### config.mk
export PLATFORM = sky130hd
export DESIGN_NAME = key_reader
export DESIGN_NICKNAME = d
export VERILOG_FILES = /design/src/rtl/key_reader_pkg.sv /design/src/rtl/key_channel.sv /design/src/rtl/key_reader.sv
export SDC_FILE = /design/constraint.sdc
export NUM_CORES = 1
export LEC_CHECK = 0
export BUFFER_PORTS_ARGS = -buffer_cell sky130_fd_sc_hd__buf_2
export CAP_MARGIN = 20
export CORE_ASPECT_RATIO = 1.75
export CORE_MARGIN = 2
export CORE_UTILIZATION = 50
export DETAILED_ROUTE_END_ITERATION = 7
export GPL_TIMING_DRIVEN = 1
export MAX_ROUTING_LAYER = met4
export PLACE_DENSITY = 0.66
export SYNTH_ARGS = -nofsm -noshare
export SYNTH_HDL_FRONTEND = slang
export SYNTH_SLANG_ARGS = --single-unit
### constraint.sdc
create_clock -name sys_clk -period 5.3 [get_ports sys_clk]
set_input_delay 0.53 -clock sys_clk [delete_from_list [all_inputs] [get_ports sys_clk]]
set_output_delay 0.53 -clock sys_clk [all_outputs]
set_load 0.05 [all_outputs]
### src/rtl/key_reader_pkg.sv
// Shared types and default timing constants for the push-button reader.
// Defaults assume a 24 MHz system clock.
package key_reader_pkg;

  // Per-channel debounce FSM states
  typedef enum logic [1:0] {
    StIdle      = 2'b00,
    StDbPress   = 2'b01,
    StPressed   = 2'b10,
    StDbRelease = 2'b11
  } key_state_e;

  localparam int unsigned DefaultNumKeys        = 2;
  localparam int unsigned DefaultDebounceCycles = 480_000;     // 20 ms
  localparam int unsigned DefaultLongCycles     = 24_000_000;  // 1 s

endpackage

### src/rtl/key_channel.sv
// One push-button channel: 2-flop synchroniser, debounce FSM, hold counter and
// registered level / press / release / long-press outputs.
module key_channel
  import key_reader_pkg::*;
#(
  parameter int unsigned DEBOUNCE_CYCLES = DefaultDebounceCycles,
  parameter int unsigned LONG_CYCLES     = DefaultLongCycles
) (
  input  logic clk_i,
  input  logic rst_ni,
  input  logic key_ni,
  output logic level_o,
  output logic press_o,
  output logic release_o,
  output logic long_o
);

  localparam int unsigned DbW   = $clog2(DEBOUNCE_CYCLES);
  localparam int unsigned HoldW = $clog2(LONG_CYCLES);

  localparam logic [DbW-1:0]   DbLast   = DbW'(DEBOUNCE_CYCLES - 1);
  localparam logic [HoldW-1:0] HoldLast = HoldW'(LONG_CYCLES - 1);

  logic sync1_q, sync2_q;
  logic s;

  key_state_e       state_q, state_d;
  logic [DbW-1:0]   db_cnt_q, db_cnt_d;
  logic [HoldW-1:0] hold_cnt_q, hold_cnt_d;
  logic             long_fired_q, long_fired_d;
  logic             level_q, level_d;
  logic             press_q, press_d;
  logic             release_q, release_d;
  logic             long_q, long_d;
  logic             hold_adv;

  // Sync flops reset to 1 so a key held through reset must be re-debounced
  always_ff @(posedge clk_i or negedge rst_ni) begin
    if (!rst_ni) begin
      sync1_q <= 1'b1;
      sync2_q <= 1'b1;
    end else begin
      sync1_q <= key_ni;
      sync2_q <= sync1_q;
    end
  end

  assign s = sync2_q;

  always_comb begin
    state_d      = state_q;
    db_cnt_d     = db_cnt_q;
    hold_cnt_d   = hold_cnt_q;
    long_fired_d = long_fired_q;
    level_d      = level_q;
    press_d      = 1'b0;
    release_d    = 1'b0;
    long_d       = 1'b0;
    hold_adv     = 1'b0;

    unique case (state_q)
      StIdle: begin
        if (!s) begin
          state_d  = StDbPress;
          db_cnt_d = '0;
        end
      end
      StDbPress: begin
        if (s) begin
          state_d  = StIdle;
          db_cnt_d = '0;
        end else if (db_cnt_q == DbLast) begin
          state_d      = StPressed;
          press_d      = 1'b1;
          level_d      = 1'b1;
          hold_cnt_d   = '0;
          long_fired_d = 1'b0;
        end else begin
          db_cnt_d = db_cnt_q + 1'b1;
        end
      end
      StPressed: begin
        if (s) begin
          state_d  = StDbRelease;
          db_cnt_d = '0;
        end else begin
          hold_adv = 1'b1;
        end
      end
      StDbRelease: begin
        if (!s) begin
          // Release bounce: back to held, and this sample still counts as held time
          state_d  = StPressed;
          hold_adv = 1'b1;
        end else if (db_cnt_q == DbLast) begin
          state_d   = StIdle;
          release_d = 1'b1;
          level_d   = 1'b0;
        end else begin
          db_cnt_d = db_cnt_q + 1'b1;
        end
      end
      default: state_d = StIdle;
    endcase

    // Hold counter saturates at its last value; long_fired blocks a second pulse
    if (hold_adv && !long_fired_q) begin
      if (hold_cnt_q == HoldLast) begin
        long_d       = 1'b1;
        long_fired_d = 1'b1;
      end else begin
        hold_cnt_d = hold_cnt_q + 1'b1;
      end
    end
  end

  always_ff @(posedge clk_i or negedge rst_ni) begin
    if (!rst_ni) begin
      state_q      <= StIdle;
      db_cnt_q     <= '0;
      hold_cnt_q   <= '0;
      long_fired_q <= 1'b0;
      level_q      <= 1'b0;
      press_q      <= 1'b0;
      release_q    <= 1'b0;
      long_q       <= 1'b0;
    end else begin
      state_q      <= state_d;
      db_cnt_q     <= db_cnt_d;
      hold_cnt_q   <= hold_cnt_d;
      long_fired_q <= long_fired_d;
      level_q      <= level_d;
      press_q      <= press_d;
      release_q    <= release_d;
      long_q       <= long_d;
    end
  end

  assign level_o   = level_q;
  assign press_o   = press_q;
  assign release_o = release_q;
  assign long_o    = long_q;

endmodule

### src/rtl/key_reader.sv
// Debounced reader for NUM_KEYS active-low push buttons; each channel is
// fully independent.
module key_reader
  import key_reader_pkg::*;
#(
  parameter int unsigned NUM_KEYS        = DefaultNumKeys,
  parameter int unsigned DEBOUNCE_CYCLES = DefaultDebounceCycles,
  parameter int unsigned LONG_CYCLES     = DefaultLongCycles
) (
  input  logic                sys_clk,
  input  logic                sys_rst_n,
  input  logic [NUM_KEYS-1:0] key_n,
  output logic [NUM_KEYS-1:0] key_level,
  output logic [NUM_KEYS-1:0] key_press,
  output logic [NUM_KEYS-1:0] key_release,
  output logic [NUM_KEYS-1:0] key_long
);

  for (genvar g = 0; g < NUM_KEYS; g++) begin : g_key
    key_channel #(
      .DEBOUNCE_CYCLES(DEBOUNCE_CYCLES),
      .LONG_CYCLES    (LONG_CYCLES)
    ) u_channel (
      .clk_i    (sys_clk),
      .rst_ni   (sys_rst_n),
      .key_ni   (key_n[g]),
      .level_o  (key_level[g]),
      .press_o  (key_press[g]),
      .release_o(key_release[g]),
      .long_o   (key_long[g])
    );
  end

endmodule

* After elaboration in Yosys (flattened, before gate mapping)
Cells that the tools add are included.
W data, S select, Z words.
** Storage, ports and cells
- Bits in registers :: 106
- Latch bits :: 0
- Memory bits (writable) :: 0
- ROM bits :: 0
- Input port bits :: 4
- Output and inout port bits :: 8
- Memories kept :: 0
** Cells by class
- Add/sub/neg operators :: 4
- $mul :: 0
- Divide/modulo/power cells :: 0
- Order comparisons :: 0
- Equal/unequal tests :: 26
- Shift-type cells :: 0
- Mux-type cells :: 74
- Bitwise operators :: 0
- Reduce and logical (&&, ||, !) cells :: 16
** Operator list (number)
- $mux W25 :: 10
- $mux W19 :: 10
- $pmux W19 S4 :: 2
- $add A25 B1 Y25 const B :: 2
- $eq A25 B25 Y1 const B :: 2
- $add A19 B1 Y19 const B :: 2
- $eq A19 B19 Y1 const B :: 2
- $mux W1 :: 36
- $mux W2 :: 12
- $ne A2 B1 Y1 const B :: 8
- $pmux W2 S4 :: 2
- $reduce_and A5 Y1 :: 2
- $eq A2 B2 Y1 const B :: 4
- $ne A2 B2 Y1 const B :: 4
- $reduce_and A4 Y1 :: 2
- $ne A3 B1 Y1 const B :: 2
- $ne A3 B3 Y1 const B :: 2
- $reduce_and A3 Y1 :: 2
- $eq A2 B1 Y1 const B :: 2
- $logic_not A2 Y1 :: 2
- $pmux W1 S2 :: 2
- $reduce_bool A2 Y1 :: 2
- $reduce_or A2 Y1 :: 2
- $logic_and A1 B1 Y1 :: 2
- $logic_not A1 Y1 :: 2

* Logic depth before layout (Yosys ltp)
Gate-level depths: netlist of the first run.
- Depth after elaboration :: 6
- Depth in mapped cells :: 9

* Modules after synthesis
Synthesis of the first run repeated with hierarchy kept, for this count alone.
** Unflattened totals
- Cell total of the unflattened synthesis :: 589
- Area, all modules :: 5576.6 um^2
** By module, submodules not included
- key_channel at g_key[1].u_channel :: times used 1, cells each 294, area an instance 2793.9 um^2, sequential area each 1328.8 um^2
- key_channel at g_key[0].u_channel :: times used 1, cells each 295, area an instance 2782.7 um^2, sequential area each 1328.8 um^2

* Worst setup path after synthesis of the first run
OpenSTA, ideal clock, no wires.
- Path kind :: register -> register
- From :: reg g_key[0].u_channel.db_cnt_q[13]
- To :: reg g_key[0].u_channel.hold_cnt_q[23]
- Library setup time :: 0.127 ns
- Arrival time :: 2.290 ns
- Path slack :: 2.882 ns
- Cell stages (with the launch flop) :: 8
- Buffers on the path :: 2
- Period minus slack after synthesis :: 2.418 ns
- Path through :: dfrtp_1 > or4b_4 > or4_4 > or4_4 > buf_6 > buf_12 > o211ai_2 > o31ai_1
** Between the ends
- Longest elaborated chain between the ends :: 6
** Ends and longest elaborated chain
- from (decl) :: RTL line key_channel.sv:28 : logic [DbW-1:0] db_cnt_q, db_cnt_d;
- from (signal assigned) :: RTL line key_channel.sv:129 : db_cnt_q <= db_cnt_d;
- $eq A19 B19 Y1 * :: RTL line key_channel.sv:72 : end else if (db_cnt_q == DbLast) begin
- $mux W25 * :: RTL line key_channel.sv:72
- $mux W25 * :: RTL line key_channel.sv:69 : if (s) begin
- $mux W25 * :: RTL line key_channel.sv:61 : unique case (state_q)
- $mux W25 :: RTL line key_channel.sv:108 : if (hold_cnt_q == HoldLast) begin
- $mux W25 * :: RTL line key_channel.sv:107 : if (hold_adv && !long_fired_q) begin
- via g_key[0].u_channel.hold_cnt_d[23] :: RTL line key_channel.sv:29 : logic [HoldW-1:0] hold_cnt_q, hold_cnt_d;
- to (signal assigned) :: RTL line key_channel.sv:130 : hold_cnt_q <= hold_cnt_d;
- to (decl) :: RTL line key_channel.sv:29
The timed path passes the listed nets; every way through them passes the cells marked *.
A chain may end at the register's enable or synchronous reset.

==> out/qor.txt, run 1 <==
Post-synthesis instance area = 5700 µm²
Die Span Y = 145 µm
Share of synthesized registers carrying an async set or reset = 100%
Worst relative slew slack = 30.4%
Type of element launching the critical path = flop
Clock slew seen by the registers of the worst setup and hold paths = 70 ps
Gates resized, CTS repair = 0
Total Negative Setup Slacks = 0 ps
Area fraction of the dominant cell type after synthesis = 44.7%
Buffer count from post-CTS setup fixing = 0
Wire length of the first global-routing pass = 21600 µm
Share of cells above drive strength 1 = 9.15%
Capture instance of the worst register-to-register path = g_key[0].u_channel.hold_cnt_q[9]
Final critical-path required period = 2590 ps
Core region area = 11100 µm²
Count of flip-flops with a built-in enable after synthesis = 0
Die Footprint = 12300 µm²
Via count of the first global-routing pass = 4636
Achievable clock frequency = 0.386 GHz
Leading cell types by total area after synthesis = sky130_fd_sc_hd__dfrtp_1, sky130_fd_sc_hd__o21ai_0, sky130_fd_sc_hd__nand3_1
Clock tree skew after final layout = 7.12 ps
Worst-margin pin slew = 1040 ps
Half-perimeter wire length of the detailed placement result = 8820 µm
Fraction of the cycle the final worst path needs = 48.9%
Final layout net count = 626
Syn nets = 629
Status = finished clean
Element type at the critical path end = flop
Cell taking the most area after synthesis = sky130_fd_sc_hd__dfrtp_1
Final Routed Wirelength = 12700 µm
Die Span X = 84.7 µm
Final standard cell area without fillers = 6060 µm²
Data arrival time of the critical path = 2860 ps
Total clock sinks = 106
Count of cell types in the netlist = 67
Later-pin clock latency in the skew report = 350 ps
Number of top-level pins = 12
Number of antenna violations at the first check in global routing = 0
Buffer depth of the longest clock path = 2
Count of hold-fix buffers inserted at cts = 0
Post-detailed-route DRC marker count = 0
Ratio of routed vias to standard cells = 6.34
Setup repair after global routing missed its margin = false
Worst IR Drop VDD = 0.000197 V
H-Tree Depth = 3
Post-detailed-route wirelength per cell = 16.8 µm
Final global-route overflow total = 0
Clock buffer count from CTS = 9
Worst setup slack for register-to-register paths = 2710 ps
Power per cell area = 251 nW/µm²
Count of max-cap constraint violations = 0
Data required time of the worst path = 5570 ps
CTS tree = done
Predominant post-synthesis flop cell = sky130_fd_sc_hd__dfrtp_1
Total via count in the routed design = 4790
Count of warnings emitted by yosys = 0
Cell count after synthesis = 621
1st-pass router iterations = 4
Initial DRC Count = 270
Mapped Avg Cell Area = 9.19 µm²
IO Port Bufs = 11
Area grow syn2layout = 6.19%
Antenna-violating nets left = 0
Start-to-end type of the worst setup path = reg -> reg
Initial core utilization = 51.4%
Placement Cell Area = 5770 µm²
Fin. max-slew vios = 0
Largest driver fanout on the critical path = 13
Standard-cell row count = 51
Worst hold path class = in -> async
#FFs+latches synth = 106
Final hold violations = 0
Placer Congestion = 0.821
Antenna diodes = 0
Share of the yosys chip area belonging to registers = 46.6%
CTS Root Buffer Type = sky130_fd_sc_hd__clkbuf_16
Final setup violating endpoints = 0
Cell depth of the worst flop-to-flop path = 5
Overall global routing resource usage = 21.8%
Pin count of the biggest net entering global routing = 55
Standby leakage power = 2.53 nW
## how the worst max path moves through the flow
stage	start	endpoint	slack [ps]	depth (start not counted)
2_1_floorplan	g_key[0].u_channel.db_cnt_q[13]	g_key[0].u_channel.hold_cnt_q[23]	2880	7
3_3_place_gp	g_key[0].u_channel.hold_cnt_q[0]	g_key[0].u_channel.hold_cnt_q[19]	2510	6
3_5_place_dp	g_key[0].u_channel.hold_cnt_q[0]	g_key[0].u_channel.hold_cnt_q[5]	2430	6
4_1_cts	g_key[0].u_channel.hold_cnt_q[0]	g_key[0].u_channel.hold_cnt_q[5]	2390	6
5_1_grt	flop	g_key[0].u_channel.hold_cnt_q[19]	2390	5
6_report	flop	g_key[0].u_channel.hold_cnt_q[9]	2710	5
## layout make-up
type,count,area (µm²)
flip-flops and latches,106,2660
clock buffers,10,239
well taps,132,165
inverters,16,60.1
clock inverters,6,41.3
repair buffers,17,104
fillers,1035,5050
multi-input cells,468,2790
## power by group
group	leakage [nW]	switching (mW)	internal (mW)	total [mW]
logic	0.937	0.0385	0.0168	0.0553
clock network	0.131	0.304	0.332	0.635
registers	1.46	0.0118	0.817	0.829
## cells by family after synthesis
| logic type | after synthesis | synth area share, % |
|---|---|---|
| and+or+nand+nor | 291 | 27.6 |
| AOI/OAI and AO/OA | 147 | 16.1 |
| DFF | 106 | 46.6 |
| buffers and inverters | 47 | 4.50 |
| xor gates and xnor gates | 14 | 2.15 |
| muxes | 12 | 2.15 |
| adders and majority gates | 4 | 0.877 |
## routing by layer
| layer | share of wire, % | up-vias | track usage [%] |
|---|---|---|---|
| met5 | 0 | - | - |
| met4 | 2.0 | 0 | 8.97 |
| met3 | 2.9 | 21 | 4.10 |
| met2 | 52 | 96 | 35.7 |
| met1 | 43 | 2352 | 26.3 |
| li1 | - | 2321 | - |
## cell usage after synthesis (all sizes together), types with 4 or more instances
| master | number |
|---|---|
| or3 | 10 |
| a31oi | 14 |
| inv | 15 |
| nand2 | 57 |
| and4 | 7 |
| dfrtp | 102 |
| nor4 | 13 |
| nor3 | 17 |
| nor3b | 6 |
| and2 | 8 |
| nand4 | 34 |
| a21oi | 23 |
| o31ai | 9 |
| nand3 | 55 |
| buf | 11 |
| o211ai | 10 |
| or4 | 10 |
| xnor2 | 4 |
| clkbuf | 19 |
| mux2i | 10 |
| and3 | 16 |
| o21ai | 63 |
| xor2 | 10 |
| nor2 | 40 |
| dfstp | 4 |
| ha | 4 |
## worst max-delay path: stages, from the launching register on
cell	delay (ps)
sky130_fd_sc_hd__dfrtp_1	560
sky130_fd_sc_hd__nor3b_1	730
sky130_fd_sc_hd__o21ai_1	460
sky130_fd_sc_hd__buf_6	280
sky130_fd_sc_hd__or3_1	350
sky130_fd_sc_hd__a21oi_1	140
## sequential cells by signal, summed over array words and instances (netlist names), named ones only
register	flops
g_key.u_channel.db_cnt_q	38
g_key.u_channel.hold_cnt_q	50
g_key.u_channel.level_o	2
g_key.u_channel.long_fired_q	2
g_key.u_channel.long_o	2
g_key.u_channel.press_o	2
g_key.u_channel.release_o	2
g_key.u_channel.s	2
g_key.u_channel.state_q	2
g_key.u_channel.sync1_q	2
## layout by cell type (no fill, tap or decap), drive strengths merged, types with 4 or more instances in the layout
| master | synthesis | final |
|---|---|---|
| dfrtp | 102 | 102 |
| and4 | 7 | 7 |
| nand2 | 57 | 57 |
| or4 | 10 | 10 |
| xor2 | 10 | 10 |
| o21ai | 63 | 63 |
| or3 | 10 | 10 |
| xnor2 | 4 | 4 |
| dfstp | 4 | 4 |
| and3 | 16 | 16 |
| inv | 15 | 16 |
| o31ai | 9 | 9 |
| a21oi | 23 | 23 |
| o211ai | 10 | 10 |
| mux2i | 10 | 10 |
| nor3b | 6 | 6 |
| nor3 | 17 | 17 |
| buf | 11 | 17 |
| nand4 | 34 | 34 |
| nor4 | 13 | 13 |
| nand3 | 55 | 55 |
| clkbuf | 19 | 10 |
| nor2 | 40 | 40 |
| ha | 4 | 4 |
| and2 | 8 | 8 |
| a31oi | 14 | 14 |
## per-stage QoR
step | utilization (%) | hold slack (ps) | total power, mW | setup WS [ps] | cells
after floorplan | - | 234 | 0.873 | 2880 | 621
after global placement | 51.9 | 347 | 0.900 | 2510 | 737
after detailed placement | 51.9 | 351 | 0.902 | 2430 | 738
after CTS | 54.5 | 246 | 1.54 | 2390 | 754
after global routing | 54.6 | 263 | 1.58 | 2390 | 755
final | 54.6 | 213 | 1.52 | 2710 | 755
Power figures use the tool's default switching activity.
==> run 2: changes to the inputs <==
--- a/config.mk
+++ b/config.mk
@@ -5,6 +5,7 @@
 export SDC_FILE = /design/constraint.sdc
 export NUM_CORES = 1
 export LEC_CHECK = 0
+export ABC_AREA = 1
 export BUFFER_PORTS_ARGS = -buffer_cell sky130_fd_sc_hd__buf_2
 export CAP_MARGIN = 20
 export CORE_ASPECT_RATIO = 1.75
==> constraint.sdc (replaced) <==
create_clock -name sys_clk -period 2.67 [get_ports sys_clk]
set_input_delay 0.267 -clock sys_clk [delete_from_list [all_inputs] [get_ports sys_clk]]
set_output_delay 0.267 -clock sys_clk [all_outputs]
set_load 0.05 [all_outputs]
==> run 2 against run 1 <==
Net effect: count of clock-buffer cells in the layout is the same; via count grew 23%; clock power grew 130%; total power grew 110%; sequential power grew 98%; synthesized cell count grew 51%; utilization grew 0.30 points; cell count grew 48%; die area grew 16%; design area grew 17%; maximum frequency grew 33%; critical endpoint is now g_key[1].u_channel.hold_cnt_q[14]; highest routed layer unchanged.
==> out/qor.txt, run 2 <==
Part of the total power dissipated in sequential elements = 51.4% (was 54.6%)
Total via count in the routed design = 5878 (was 4790)
Kind of cell adding the most delay to the critical path = simple AND/OR/NAND/NOR gates (unchanged)
Number of antenna violations at the first check in global routing = 0 (unchanged)
Cell count after synthesis = 935 (was 621)
Number of top-level pins = 12 (unchanged)
Int Power = 2.48 mW (was 1.17 mW)
Final Routed Wirelength = 14800 µm (was 12700 µm)
Clock slew seen by the registers of the worst setup and hold paths = 70 ps (about the same)
Fin. max-slew vios = 0 (unchanged)
Flip-flop count of the largest register, all copies and words added = 50 (unchanged)
Wire length of the first global-routing pass = 25400 µm (was 21600 µm)
Type of element launching the critical path = flop (unchanged)
Standby leakage power = 3.26 nW (was 2.53 nW)
Leading cell types by total area after synthesis = sky130_fd_sc_hd__dfrtp_1, sky130_fd_sc_hd__nand2_1, sky130_fd_sc_hd__nand3_1 (was sky130_fd_sc_hd__dfrtp_1, sky130_fd_sc_hd__o21ai_0, sky130_fd_sc_hd__nand3_1)
Half-perimeter wire length of the detailed placement result = 10900 µm (was 8820 µm)
Clock buffer count from CTS = 9 (unchanged)
Antenna-violating nets left = 0 (unchanged)
H-Tree Depth = 3 (unchanged)
Part of the power in combinational logic = 3.2% (was 3.6%)
Power per cell area = 451 nW/µm² (was 251 nW/µm²)
Data arrival time of the critical path = 2190 ps (was 2860 ps)
Buffer depth of the longest clock path = 2 (unchanged)
Top flop regs = g_key.u_channel.hold_cnt_q x50, g_key.u_channel.db_cnt_q x38 (unchanged)
Total Negative Setup Slacks = 0 ps (unchanged)
Share of cells above drive strength 1 = 10.5% (was 9.15%)
Start-to-end type of the worst setup path = reg -> reg (unchanged)
Beginning of the critical path = g_key[1].u_channel.hold_cnt_q[0]
Setup slack of the critical path after layout = 724 ps (was 2710 ps)
Worst-path cell chain = ha_1, nand3_2, nor2_4, nand3_2, nor2_4, nor2_4, buf_12, inv_4, o21ai_1, and2_1 (was nor3b_1, o21ai_1, buf_6, or3_1, a21oi_1)
Share of synthesized registers carrying an async set or reset = 100% (unchanged)
Pin count of the biggest net entering global routing = 56 (was 55)
Die Footprint = 14200 µm² (was 12300 µm²)
Setup Slack @ Placement = 754 ps (was 2430 ps)
Mapped Avg Cell Area = 7.09 µm² (was 9.19 µm²)
Worst hold start = key_n[0]
#FFs+latches synth = 106 (unchanged)
Leading cell types in the layout, fill and taps excluded = sky130_fd_sc_hd__nand2_1, sky130_fd_sc_hd__dfrtp_1, sky130_fd_sc_hd__inv_1, sky130_fd_sc_hd__nor2_1, sky130_fd_sc_hd__nand3_1 (was sky130_fd_sc_hd__dfrtp_1, sky130_fd_sc_hd__nand2_1, sky130_fd_sc_hd__o21ai_0, sky130_fd_sc_hd__nand3_1, sky130_fd_sc_hd__nor2_1)
CP bufs+invs = 2 (was 1)
IO Port Bufs = 11 (unchanged)
Setup repair after global routing missed its margin = false (unchanged)
Fraction of the cycle the final worst path needs = 72.9% (was 48.9%)
Via count of the first global-routing pass = 5550 (was 4636)
Final setup violating endpoints = 0 (unchanged)
P_sw = 0.716 mW (was 0.354 mW)
Data required time of the worst path = 2910 ps (was 5570 ps)
Antenna diodes = 0 (unchanged)
Initial core utilization = 51.2% (was 51.4%)
Worst IR Drop VDD = 0.000409 V (was 0.000197 V)
Area taken by flip-flops and latches = 2660 µm² (unchanged)
1st-pass router iterations = 5 (was 4)
Post-synthesis instance area = 6630 µm² (was 5700 µm²)
Post-detailed-route wirelength per cell = 13.3 µm (was 16.8 µm)
Area fraction of the dominant cell type after synthesis = 38.5% (was 44.7%)
Multi-input logic area = 3320 µm² (was 2790 µm²)
CTS tree = done (unchanged)
Clock tree skew after final layout = 9.97 ps (was 7.12 ps)
Switching Share = 22.4% (was 23.3%)
Final layout net count = 947 (was 626)
Syn nets = 943 (was 629)
Slowest CP cell = sky130_fd_sc_hd__dfrtp_1 (was sky130_fd_sc_hd__nor3b_1)
Post-detailed-route DRC marker count = 0 (unchanged)
Count of max-cap constraint violations = 0 (unchanged)
Worst-margin pin slew = 683 ps (was 1040 ps)
Worst hold path class = in -> reg (was in -> async)
Library cell with the highest instance count after synthesis = sky130_fd_sc_hd__nand2_1 (was sky130_fd_sc_hd__dfrtp_1)
Final critical-path required period = 1950 ps (was 2590 ps)
Filler cell count = 1314 (was 1035)
Total clock sinks = 106 (unchanged)
Count of warnings emitted by yosys = 0 (unchanged)
Cell taking the most area after synthesis = sky130_fd_sc_hd__dfrtp_1 (unchanged)
Status = finished clean (unchanged)
Count of flip-flops with a built-in enable after synthesis = 0 (unchanged)
Element type at the critical path end = flop (unchanged)
Standard-cell row count = 55 (was 51)
Most frequent cells after synthesis = sky130_fd_sc_hd__nand2_1, sky130_fd_sc_hd__dfrtp_1, sky130_fd_sc_hd__inv_1, sky130_fd_sc_hd__nor2_1, sky130_fd_sc_hd__nand3_1 (was sky130_fd_sc_hd__dfrtp_1, sky130_fd_sc_hd__nand2_1, sky130_fd_sc_hd__o21ai_0, sky130_fd_sc_hd__nand3_1, sky130_fd_sc_hd__nor2_1)
Area grow syn2layout = 7.12% (was 6.19%)
Cell type with the highest occurrence count on the critical path = sky130_fd_sc_hd__nor2_4
CTS Root Buffer Type = sky130_fd_sc_hd__clkbuf_16 (unchanged)
Share of the yosys chip area belonging to registers = 40.1% (was 46.6%)
Die Span Y = 156 µm (was 145 µm)
Slowest stage delay, CP = 410 ps (was 730 ps)
Largest Register = g_key.u_channel.hold_cnt_q (unchanged)
Die Span X = 91.0 µm (was 84.7 µm)
Initial DRC Count = 269 (was 270)
Clock share of power = 45.4% (was 41.8%)
Ratio of routed vias to standard cells = 5.27 (was 6.34)
Overall global routing resource usage = 22.6% (was 21.8%)
Later-pin clock latency in the skew report = 350 ps (about the same)
Core region area = 12900 µm² (was 11100 µm²)
Worst relative slew slack = 54.4% (was 30.4%)
Achievable clock frequency = 0.514 GHz (was 0.386 GHz)
Count of cell types in the netlist = 41 (was 67)
Start of the worst register-to-register path = g_key[1].u_channel.hold_cnt_q[0]
Predominant post-synthesis flop cell = sky130_fd_sc_hd__dfrtp_1 (unchanged)
Final hold violations = 0 (unchanged)
Largest driver fanout on the critical path = 22 (was 13)
Final global-route overflow total = 0 (unchanged)
Most frequent standard cell in the layout excluding fill and tap cells = sky130_fd_sc_hd__nand2_1 (was sky130_fd_sc_hd__dfrtp_1)
Placer Congestion = 0.890 (was 0.821)
## run 2: worst paths after layout
path	endpoint	slack, ps	depth (start not counted)
hold / removal	g_key[0].u_channel.sync1_q	20	1
hold reg to reg	g_key[1].u_channel.s	360	0
max in group asynchronous	g_key[0].u_channel.hold_cnt_q[3]	1340	3
min in group asynchronous	g_key[1].u_channel.db_cnt_q[12]	520	2
setup reg to reg	g_key[1].u_channel.hold_cnt_q[14]	720	10
setup / recovery	g_key[1].u_channel.hold_cnt_q[14]	720	10
## run 2: cell type report
type	instances	area share, %
repair buffers	19	1.90
multi-input cells	683	46.8
clock buffers	10	3.23
flip-flops and latches	106	37.4
clock inverters	6	1.23
inverters	120	6.40
well taps	171	3.01
## run 2: cells by family after synthesis
kind of cell	Yosys count	synth area share, %
compound gates	97	7.88
flops	106	40.1
fa+ha+maj	4	0.755
simple gates	567	39.5
xor+xnor	15	1.98
buf+inv	146	9.78
## run 2: power by group through the flow
stage	Clock [mW]	Combinational [mW]	Sequential, mW
detailed placement	0	0.105	1.68
floorplan	0	0.0522	1.67
global route	1.55	0.121	1.65
global placement	0	0.103	1.67
CTS	1.49	0.107	1.64
finish	1.45	0.103	1.64
## run 2: routing by layer
metal / share of wire, % / wire length [µm] / vias up / global-route usage, %
met1: 42 / 6240 / 2708 / 25.7
met3: 3.0 / 448 / 31 / 3.37
met4: 2.9 / 429 / 0 / 9.09
met5: 0 / 0 / - / -
li1: - / - / 3018 / -
met2: 52 / 7670 / 121 / 39.8
## run 2: worst reg2reg max path: cells and delay by family (launching register included)
kind	cells	cell delay [ps]
AOI/OAI and AO/OA	1	60
buffers and inverters	2	260
adders and majority gates	1	250
DFF	1	410
and+or+nand+nor	6	850
## run 2: metrics by stage
| step | hold WS, ps | util (%) | cells | power [mW] | cell area (µm²) |
|---|---|---|---|---|---|
| finish | 16.3 | 54.9 | 1115 | 3.20 | 7100 |
| global route | 3.52 | 54.9 | 1115 | 3.32 | 7100 |
| detailed placement | 352 | 52.3 | 1097 | 1.78 | 6760 |
| CTS | 1.78 | 54.8 | 1114 | 3.24 | 7090 |
| floorplan | -28.6 | - | 935 | 1.72 | 6630 |
| global placement | 345 | 52.3 | 1097 | 1.78 | 6760 |
## run 2: what timing repair did
action	CTS	global route
endpoints found under the hold margin	49	1
setup buffers	0	0
hold buffers	1	1
gates resized for setup	0	0
==> run 3: changes to the inputs <==
==> constraint.sdc (replaced) <==
create_clock -name sys_clk -period 1.8 [get_ports sys_clk]
set_input_delay 0.18 -clock sys_clk [delete_from_list [all_inputs] [get_ports sys_clk]]
set_output_delay 0.18 -clock sys_clk [all_outputs]
set_load 0.05 [all_outputs]
==> run 3 against run 2 <==
Net effect: utilization is 3.7 points higher; total power is 44% higher; clock power is 37% higher; clock skew is 1.3 ps higher; register-to-register slack worse by 650 ps; hold slack better by 300 ps; sequential share of layout area is 2.4 points lower; critical path type unchanged.
==> out/qor.txt, run 3 (synthesis results as in run 2) <==
Switching Share = 22.2% (was 22.4%)
Post-detailed-route wirelength per cell = 13.4 µm (was 13.3 µm)
Clock slew seen by the registers of the worst setup and hold paths = 70 ps (about the same)
Core region area = 12900 µm² (unchanged)
Area taken by flip-flops and latches = 2660 µm² (unchanged)
Final critical-path required period = 1720 ps (was 1950 ps)
Slowest CP cell = sky130_fd_sc_hd__dfrtp_1 (unchanged)
Share of cells above drive strength 1 = 16.0% (was 10.5%)
Kind of cell adding the most delay to the critical path = simple AND/OR/NAND/NOR gates (unchanged)
GRT Max-Usage Layer = met2 (unchanged)
Final hold violations = 0 (unchanged)
Global routing usage on met1 = 26.4% (was 25.7%)
Ratio of routed vias to standard cells = 5.20 (was 5.27)
Worst IR Drop VDD = 0.000452 V (was 0.000409 V)
H-Tree Depth = 3 (unchanged)
Cell type with the highest occurrence count on the critical path = sky130_fd_sc_hd__nand3_4 (was sky130_fd_sc_hd__nor2_4)
Data required time of the worst path = 2030 ps (was 2910 ps)
Antenna-violating nets left = 0 (unchanged)
Worst setup slack for register-to-register paths = 80 ps (was 720 ps)
Achievable clock frequency = 0.580 GHz (was 0.514 GHz)
IO Port Bufs = 11 (unchanged)
Capture instance of the worst register-to-register path = g_key[0].u_channel.hold_cnt_q[8] (was g_key[1].u_channel.hold_cnt_q[14])
Initial core utilization = 51.2% (unchanged)
Die Span X = 91.0 µm (unchanged)
Global routing met3 resource utilization = 2.79% (was 3.37%)
Overall global routing resource usage = 23.2% (was 22.6%)
Area grow syn2layout = 14.4% (was 7.12%)
Slowest stage delay, CP = 420 ps (was 410 ps)
Clock tree skew after final layout = 11.3 ps (was 9.97 ps)
CP Depth = 11 (was 10)
Largest Register = g_key.u_channel.hold_cnt_q (unchanged)
Post-route core utilization = 58.6% (was 54.9%)
Part of the total power dissipated in sequential elements = 52.9% (was 51.4%)
Met2 usage in global routing = 41.9% (was 39.8%)
Final Routed Wirelength = 15500 µm (was 14800 µm)
Standby leakage power = 3.47 nW (was 3.26 nW)
Top flop regs = g_key.u_channel.hold_cnt_q x50, g_key.u_channel.db_cnt_q x38 (unchanged)
Count of max-cap constraint violations = 0 (unchanged)
Number of antenna violations at the first check in global routing = 0 (unchanged)
Via count of the first global-routing pass = 5836 (was 5550)
Clock buffer count from CTS = 9 (unchanged)
CTS Root Buffer Type = sky130_fd_sc_hd__clkbuf_16 (unchanged)
Flip-flop count of the largest register, all copies and words added = 50 (unchanged)
1st-pass router iterations = 5 (unchanged)
Setup Slack @ Placement = 49.8 ps (was 754 ps)
Standard-cell row count = 55 (unchanged)
Final setup violating endpoints = 0 (unchanged)
Half-perimeter wire length of the detailed placement result = 11200 µm (was 10900 µm)
Status = finished clean (unchanged)
CTS tree = done (unchanged)
Die Span Y = 156 µm (unchanged)
Final global-route overflow total = 0 (unchanged)
Element type at the critical path end = flop (unchanged)
Later-pin clock latency in the skew report = 350 ps (about the same)
Initial DRC Count = 258 (was 269)
Start-to-end type of the worst setup path = reg -> reg (unchanged)
Worst-margin pin slew = 446 ps (was 683 ps)
Largest driver fanout on the critical path = 8 (was 22)
Filler cell count = 1263 (was 1314)
Setup slack of the critical path after layout = 76.8 ps (was 724 ps)
Data arrival time of the critical path = 1950 ps (was 2190 ps)
Start of the worst register-to-register path = g_key[0].u_channel.db_cnt_q[1] (was g_key[1].u_channel.hold_cnt_q[0])
Pin count of the biggest net entering global routing = 41 (was 56)
Int Power = 3.59 mW (was 2.48 mW)
Antenna diodes = 0 (unchanged)
Fraction of the cycle the final worst path needs = 95.7% (was 72.9%)
Wire length of the first global-routing pass = 26400 µm (was 25400 µm)
Worst hold path class = in -> async (was in -> reg)
Setup repair after global routing missed its margin = true (was false)
Placer Congestion = 0.940 (was 0.890)
Placement Cell Area = 7040 µm² (was 6760 µm²)
Final layout net count = 992 (was 947)
Fin. max-slew vios = 0 (unchanged)
Worst-path cell chain = ha_4, nand3_4, nor2_4, nand3_4, inv_4, nand3_4, buf_2, nand2_1, nand2_1, inv_1, nor2_1 (was ha_1, nand3_2, nor2_4, nand3_2, nor2_4, nor2_4, buf_12, inv_4, o21ai_1, and2_1)
Most frequent standard cell in the layout excluding fill and tap cells = sky130_fd_sc_hd__nand2_1 (unchanged)
Number of top-level pins = 12 (unchanged)
Total via count in the routed design = 6027 (was 5878)
Clock share of power = 42.8% (was 45.4%)
Worst relative slew slack = 70.3% (was 54.4%)
P_sw = 1.02 mW (was 0.716 mW)
Buffer depth of the longest clock path = 2 (unchanged)
Final standard cell area without fillers = 7580 µm² (was 7100 µm²)
Leading cell types in the layout, fill and taps excluded = sky130_fd_sc_hd__nand2_1, sky130_fd_sc_hd__dfrtp_1, sky130_fd_sc_hd__inv_1, sky130_fd_sc_hd__nand3_1, sky130_fd_sc_hd__nor2_1 (was sky130_fd_sc_hd__nand2_1, sky130_fd_sc_hd__dfrtp_1, sky130_fd_sc_hd__inv_1, sky130_fd_sc_hd__nor2_1, sky130_fd_sc_hd__nand3_1)
Cell depth of the worst flop-to-flop path = 11 (was 10)
Post-detailed-route DRC marker count = 0 (unchanged)
Total clock sinks = 106 (unchanged)
Type of element launching the critical path = flop (unchanged)
Final worst hold slack = 313 ps (was 16.3 ps)
Die Footprint = 14200 µm² (unchanged)
Power per cell area = 609 nW/µm² (was 451 nW/µm²)
Part of the power in combinational logic = 4.3% (was 3.2%)
Multi-input logic area = 3420 µm² (was 3320 µm²)
CP bufs+invs = 3 (was 2)
[run 3: power groups by stage]
stage	Clock (mW)	Combinational [mW]	Sequential, mW
after global placement	0	0.185	2.48
after CTS	2.04	0.195	2.44
final	1.98	0.198	2.44
after detailed placement	0	0.189	2.48
after global routing	2.12	0.227	2.44
after floorplan	0	0.0775	2.48
[run 3: cell type report]
class                           instances  share of cell area, %
Clock buffer                           12                   3.25
Clock inverter                          3                  0.561
Inverter                              120                   6.11
Multi-Input combinational cell        683                   45.1
Sequential cell                       106                   35.1
Tap cell                              171                   2.82
Timing Repair Buffer                   64                   7.07
[run 3: worst max path at each step]
stage | slack, ps | from | to
after floorplan | 220 | g_key[0].u_channel.hold_cnt_q[0] | g_key[0].u_channel.hold_cnt_q[8]
after global placement | 70 | g_key[1].u_channel.db_cnt_q[1] | g_key[1].u_channel.hold_cnt_q[2]
after detailed placement | 50 | g_key[0].u_channel.db_cnt_q[0] | g_key[0].u_channel.hold_cnt_q[3]
after CTS | 40 | g_key[1].u_channel.db_cnt_q[1] | g_key[1].u_channel.hold_cnt_q[2]
after global routing | -100 | g_key[0].u_channel.db_cnt_q[1] | g_key[0].u_channel.hold_cnt_q[2]
final | 80 | g_key[0].u_channel.db_cnt_q[1] | g_key[0].u_channel.hold_cnt_q[8]
[run 3: what timing repair did]
item,CTS,global route
endpoints found under the hold margin,29,0
endpoints found under the setup margin,0,52
resized for setup,0,37
hold buffers,3,0
buffers inserted,0,7
[run 3: metrics by stage]
stage / instances / power [mW] / setup TNS (ps)
6_report: 1159 / 4.62 / 0
5_1_grt: 1159 / 4.79 / -322
4_1_cts: 1149 / 4.67 / 0
3_5_place_dp: 1131 / 2.67 / 0
3_3_place_gp: 1131 / 2.67 / 0
2_1_floorplan: 935 / 2.56 / 0
[run 3: metal layers]
metal / share of wire (%) / wire length [µm] / up-vias
li1: - / - / 3093
met2: 53 / 8140 / 92
met3: 2.3 / 362 / 27
met1: 43 / 6630 / 2815
met4: 2.4 / 369 / 0
met5: 0 / 0 / -
